`config.mk`:
```
export PLATFORM = sky130hd
export DESIGN_NAME = periph_rx_arbiter
export DESIGN_NICKNAME = d
export VERILOG_FILES = /design/src/rtl/periph_rx_arbiter.sv
export SDC_FILE = /design/constraint.sdc
export NUM_CORES = 1
export LEC_CHECK = 0
export ABC_AREA = 0
export CORE_MARGIN = 5
export CORE_UTILIZATION = 31
export CTS_CLUSTER_DIAMETER = 60
export CTS_CLUSTER_SIZE = 10
export DETAILED_ROUTE_END_ITERATION = 8
export HOLD_SLACK_MARGIN = 0.02
export PLACE_DENSITY = 0.75
export SYNTH_ARGS = -nofsm -noshare
export SYNTH_HDL_FRONTEND = slang
export SYNTH_SLANG_ARGS = --single-unit
```
`constraint.sdc`:
```
create_clock -name clk -period 3.2 [get_ports clk]
set_input_delay 0.32 -clock clk [delete_from_list [all_inputs] [get_ports clk]]
set_output_delay 0.32 -clock clk [all_outputs]
set_load 0.02 [all_outputs]
```
`src/rtl/periph_rx_arbiter.sv`:
```
// periph_rx_arbiter
//   Round-robin arbiter that moves packets from NUM_PERIPHS peripheral RX
//   FIFOs toward a single USB TX stream. A granted peripheral may send up to
//   MAX_BURST packets back to back before the grant moves on.
//
// Ports
//   clk            rising-edge clock
//   rst            asynchronous, active-low reset (0 = reset)
//   fifo_data      per-peripheral read data, peripheral i at [i*PW +: PW];
//                  valid the cycle after the matching fifo_read strobe
//   fifo_empty     per-peripheral empty flags
//   fifo_read      per-peripheral read strobes (zero or one-hot)
//   periph_enable  per-peripheral arbitration enables
//   out_data       {address, payload}, address in the MSBs
//   out_valid      out_data holds a packet
//   out_ready      downstream accepts out_data this cycle
//   idle           1 while no transfer is in progress
//   state_o        current FSM state, for debug and checkers
//
// Handshake: a packet transfers on a rising edge where out_valid and
// out_ready are both 1. Once out_valid rises, out_data and out_valid stay
// stable until that transfer; out_valid is never withdrawn early.
module periph_rx_arbiter #(
  parameter int NUM_PERIPHS       = 8,
  parameter int USB_PACKET_WIDTH  = 32,
  parameter int PERIPH_ADDR_WIDTH = 3,
  parameter int MAX_BURST         = 4
) (
  input  logic                                                      clk,
  input  logic                                                      rst,
  input  logic [NUM_PERIPHS*(USB_PACKET_WIDTH-PERIPH_ADDR_WIDTH)-1:0] fifo_data,
  input  logic [NUM_PERIPHS-1:0]                                    fifo_empty,
  output logic [NUM_PERIPHS-1:0]                                    fifo_read,
  input  logic [NUM_PERIPHS-1:0]                                    periph_enable,
  output logic [USB_PACKET_WIDTH-1:0]                               out_data,
  output logic                                                      out_valid,
  input  logic                                                      out_ready,
  output logic                                                      idle,
  output logic [1:0]                                                state_o
);

  localparam int AW = PERIPH_ADDR_WIDTH;
  localparam int PW = USB_PACKET_WIDTH - PERIPH_ADDR_WIDTH;
  localparam int CW = 5;  // holds 0..MAX_BURST for MAX_BURST up to 16

  typedef enum logic [1:0] {
    S_IDLE   = 2'd0,
    S_LATCH  = 2'd1,
    S_OUTPUT = 2'd2
  } state_t;

  state_t                      state_q, state_d;
  logic [AW-1:0]               rr_ptr_q, rr_ptr_d;
  logic [AW-1:0]               grant_q, grant_d;
  logic [CW-1:0]               burst_q, burst_d;
  logic [USB_PACKET_WIDTH-1:0] out_data_q, out_data_d;
  logic                        out_valid_q, out_valid_d;

  logic [NUM_PERIPHS-1:0]      eligible;
  logic [NUM_PERIPHS-1:0]      read_d;
  logic                        found;
  logic [AW-1:0]               rr_pick;
  logic [AW:0]                 cand;
  logic [PW-1:0]               sel_data;
  logic [AW-1:0]               grant_next;
  logic [CW-1:0]               burst_inc;

  assign eligible = periph_enable & ~fifo_empty;

  // First eligible index at or above rr_ptr, wrapping past NUM_PERIPHS-1.
  // cand is one bit wider so rr_ptr + k cannot overflow before the wrap.
  always_comb begin
    found   = 1'b0;
    rr_pick = '0;
    cand    = '0;
    for (int k = 0; k < NUM_PERIPHS; k++) begin
      cand = {1'b0, rr_ptr_q} + (AW+1)'(k);
      if (cand >= (AW+1)'(NUM_PERIPHS)) begin
        cand = cand - (AW+1)'(NUM_PERIPHS);
      end
      if (!found && eligible[cand[AW-1:0]]) begin
        found   = 1'b1;
        rr_pick = cand[AW-1:0];
      end
    end
  end

  assign sel_data   = fifo_data[int'(grant_q)*PW +: PW];
  assign grant_next = (grant_q == AW'(NUM_PERIPHS-1)) ? '0 : grant_q + AW'(1);
  assign burst_inc  = burst_q + CW'(1);

  always_comb begin
    state_d     = state_q;
    rr_ptr_d    = rr_ptr_q;
    grant_d     = grant_q;
    burst_d     = burst_q;
    out_data_d  = out_data_q;
    out_valid_d = out_valid_q;
    read_d      = '0;
    case (state_q)
      S_IDLE: begin
        if (found) begin
          read_d[rr_pick] = 1'b1;
          grant_d         = rr_pick;
          burst_d         = '0;
          state_d         = S_LATCH;
        end
      end
      S_LATCH: begin
        // FIFO word requested last cycle is on fifo_data now.
        out_data_d  = {grant_q, sel_data};
        out_valid_d = 1'b1;
        state_d     = S_OUTPUT;
      end
      S_OUTPUT: begin
        if (out_ready) begin
          burst_d     = burst_inc;
          out_valid_d = 1'b0;
          if ((burst_inc < CW'(MAX_BURST)) && eligible[grant_q]) begin
            read_d[grant_q] = 1'b1;
            state_d         = S_LATCH;
          end else begin
            rr_ptr_d = grant_next;
            state_d  = S_IDLE;
          end
        end
      end
      default: state_d = S_IDLE;
    endcase
  end

  always_ff @(posedge clk or negedge rst) begin
    if (!rst) begin
      state_q     <= S_IDLE;
      rr_ptr_q    <= '0;
      grant_q     <= '0;
      burst_q     <= '0;
      out_data_q  <= '0;
      out_valid_q <= 1'b0;
    end else begin
      state_q     <= state_d;
      rr_ptr_q    <= rr_ptr_d;
      grant_q     <= grant_d;
      burst_q     <= burst_d;
      out_data_q  <= out_data_d;
      out_valid_q <= out_valid_d;
    end
  end

  // The strobe is combinational from IDLE; gating with rst keeps it low
  // while reset is held even though eligible FIFOs exist.
  assign fifo_read = rst ? read_d : '0;
  assign out_data  = out_data_q;
  assign out_valid = out_valid_q;
  assign idle      = (state_q == S_IDLE);
  assign state_o   = state_q;

endmodule
```
==> reports/qor.yml <==
synth:
  ys_seq_area_share_pct: 23.8
  synth_seq_cells: 46
  yosys_warnings: 0
  syn_avg_cell_area_um2: 8.78
  synth_ff_type: "dfrtp_1"
  synth.distinct_cells: 60
  async_reset_ff_share_pct: 100
  syn_inst: 551
  syn_nets: 807
  synth-edff-count: 0
  synth_area_um2: 4840
sta:
  grt_setup_unrepaired: "true"
  worst_slack_ps: -472
  fin_worst_skew_ps: 10.6
  finalHoldViolations: 0
  hold-worst-slack_ps: 159
  finalCritPeriodShare_pct: 115
  drv_slew: 0
  fin_crit_ps: 3670
  setup_violations: 8
  slew_headroom_pct: 37.7
  finalSetupTns_ps: -3690
  worstMarginPinSlew_ps: 931
  max_freq_mhz: 272
die:
  core-area_um2: 15300
  die_w_um: 135
  ios: 295
  start_util_pct: 31.7
  rows: 45
  dieHeight_um: 135
  fp.dieArea_um2: 18200
layout:
  stdcell_count: 1112
  drive_above_1_share_pct: 23.4
  area_growth_pct: 87.7
  final_nets: 1154
place:
  gp_congestion: 0.864
  portBuffers: 294
  dp_hpwl_um: 19300
  placed_cells: 1098
cts:
  cts_max_level: 2
  cts_tree: "done"
  clkTransAtPathRegs_ps: 70
  cts_num_sinks: 46
  clockBufferDepth: 2
  insertion_delay_ps: 290
  cts_inserted_buffers: 5
  cts_root_buffer: "clkbuf_16"
  holdBufCountCts: 0
run:
  max-cap-violations: 0
global_routing:
  antenna_found_initial: 2
  grt_pass1_vias: 6007
  grtUsageTotal_pct: 24.6
  grt_pass1_wl_um: 34500
  grt_overflow: 0
  grt_max_degree: 59
detailed_routing:
  drt-vias-per-instance: 5.28
  route.antenna.remaining_nets: 0
  first_pass_iters: 5
  drc: 0
  routedWlPerCell_um: 20.9
  wirelength_um: 23300
  vias: 5871
  first_iter_violations: 322
worst_setup_path:
  reg2reg_slack_ps: 30
  crit_fanout: 8
  required_ps: 2880
  r2r_end: "grant_q[1]$_DFFE_PN0P_"
  endpoint_kind: "primary output"
  cp.arrival_ps: 3350
  cp-start-kind: "flop"
  path_class: "flop to primary output"
  reg2regPathDepth: 8
  worstReg2RegStart: "rr_ptr_q[0]$_DFFE_PN0P_"
power_and_ir_drop:
  power_mw: 8.33
  leakage_nw: 3.57
  power_per_cell_area_nw_per_um2: 918
  vdd_ir_drop_max_mv: 0.496
hold_path:
  hp-class: "input pin to async pin"
status:
  violations: "negative setup slack"
  run_status: "finished with violations"
registers in the layout, indices dropped and copies added, names as in the netlist:
name       count
out_valid      1
out_data      32
rr_ptr_q       3
grant_q        3
burst_q        5
state_o        2
worst max-delay path by stage:
| stage | slack, ps | from | depth (start not counted) | end |
|---|---|---|---|---|
| floorplan | 7 | rr_ptr_q[0]$_DFFE_PN0P_ | 10 | fifo_read[5] |
| global placement | -770 | fifo_empty[3] | 11 | fifo_read[3] |
| detailed placement | -850 | periph_enable[3] | 10 | fifo_read[5] |
| CTS | -490 | rr_ptr_q[0]$_DFFE_PN0P_ | 10 | fifo_read[5] |
| global route | -570 | rr_ptr_q[0]$_DFFE_PN0P_ | 10 | fifo_read[5] |
| finish | -470 | rr_ptr_q[0]$_DFFE_PN0P_ | 10 | fifo_read[5] |
per-layer routing:
layer / vias to the layer above / global-route usage (%) / part of all wire (%)
met5: - / 0 / 0
met4: 0 / 7.81 / 3.1
met3: 46 / 4.62 / 6.2
met2: 234 / 44.9 / 53
met1: 2788 / 29.1 / 38
li1: 2803 / - / -
worst max-delay path, stage by stage, from the launching register on:
cell,delay [ps]
dfrtp_2,410
buf_6,140
buf_12,130
mux4_2,530
mux2_4,300
or4_4,590
a21oi_4,180
a211oi_4,70
or2_4,290
o32ai_4,260
buf_6,150
final cells by class:
cell class              count  area [um2]
diodes                      2        5.00
clock inverters             3        48.8
well taps                 211         264
flip-flops and latches     46        1160
inverters                   6        30.0
multi-input cells         457        3780
clock buffers               5         125
fillers                  1372        6180
repair buffers            382        3660
per-stage QoR:
step / instance area (um2) / worst slack (ps) / util [%]
after CTS: 8970 / -488 / 58.8
after floorplan: 4990 / 6.66 / -
final: 9080 / -472 / 59.5
after global routing: 9080 / -568 / 59.5
after detailed placement: 8680 / -847 / 56.9
after global placement: 8680 / -766 / 56.9
logic make-up after synthesis:
family	after synthesis	synth area share, %
AOI/OAI and AO/OA	179	24.1
xor gates and xnor gates	5	0.906
adders and majority gates	5	1.29
buffers and inverters	48	4.14
DFF	46	23.8
muxes	108	30.3
and+or+nand+nor	160	15.4
power by group:
part | switching [mW] | leakage [nW] | total (mW) | internal, mW
Sequential | 0.186 | 0.569 | 1.05 | 0.861
Clock | 0.248 | 0.0820 | 0.622 | 0.375
Combinational | 3.40 | 2.92 | 6.66 | 3.26
layout by cell type (no fill, tap or decap), types with 6 or more instances in the layout:
cell	Yosys	layout
a21oi_1	52	51
a221oi_1	21	21
a22o_1	10	10
a22oi_1	8	8
buf_4	1	80
buf_6	1	13
clkdlybuf4s50_1	0	285
dfrtp_1	46	42
mux2_2	36	34
mux2i_1	44	41
mux4_2	27	27
nand2_1	54	53
nand2b_1	17	14
nand3_1	6	6
nor2_1	52	51
nor2b_1	11	11
o21ai_0	44	44
o22ai_1	12	8
timing repair:
action,CTS,global route
endpoints found under the hold margin,0,0
gates resized for setup,63,17
setup buffers,2,3
pin swaps,7,17
endpoints found under the setup margin,8,8
Yosys cell counts, types with 3 or more instances:
| library cell | instances | share of area, % |
|---|---|---|
| a211o_1 | 3 | 0.54 |
| a211oi_1 | 3 | 0.47 |
| a21oi_1 | 52 | 5.4 |
| a221oi_1 | 21 | 3.8 |
| a22o_1 | 10 | 1.8 |
| a22oi_1 | 8 | 1.2 |
| and2_1 | 4 | 0.52 |
| buf_1 | 12 | 0.93 |
| clkbuf_1 | 27 | 2.1 |
| dfrtp_1 | 46 | 24 |
| ha_1 | 5 | 1.3 |
| mux2_2 | 36 | 8.4 |
| mux2i_1 | 44 | 9.1 |
| mux4_2 | 27 | 13 |
| nand2_1 | 54 | 4.2 |
| nand2b_1 | 17 | 2.2 |
| nand3_1 | 6 | 0.62 |
| nor2_1 | 52 | 4.0 |
| nor2b_1 | 11 | 1.4 |
| nor3b_1 | 3 | 0.47 |
| o21ai_0 | 44 | 4.6 |
| o22ai_1 | 12 | 1.6 |
| o32ai_1 | 4 | 0.72 |
| or2_2 | 3 | 0.39 |
| xor2_1 | 4 | 0.72 |
Power figures use the tool's default switching activity.
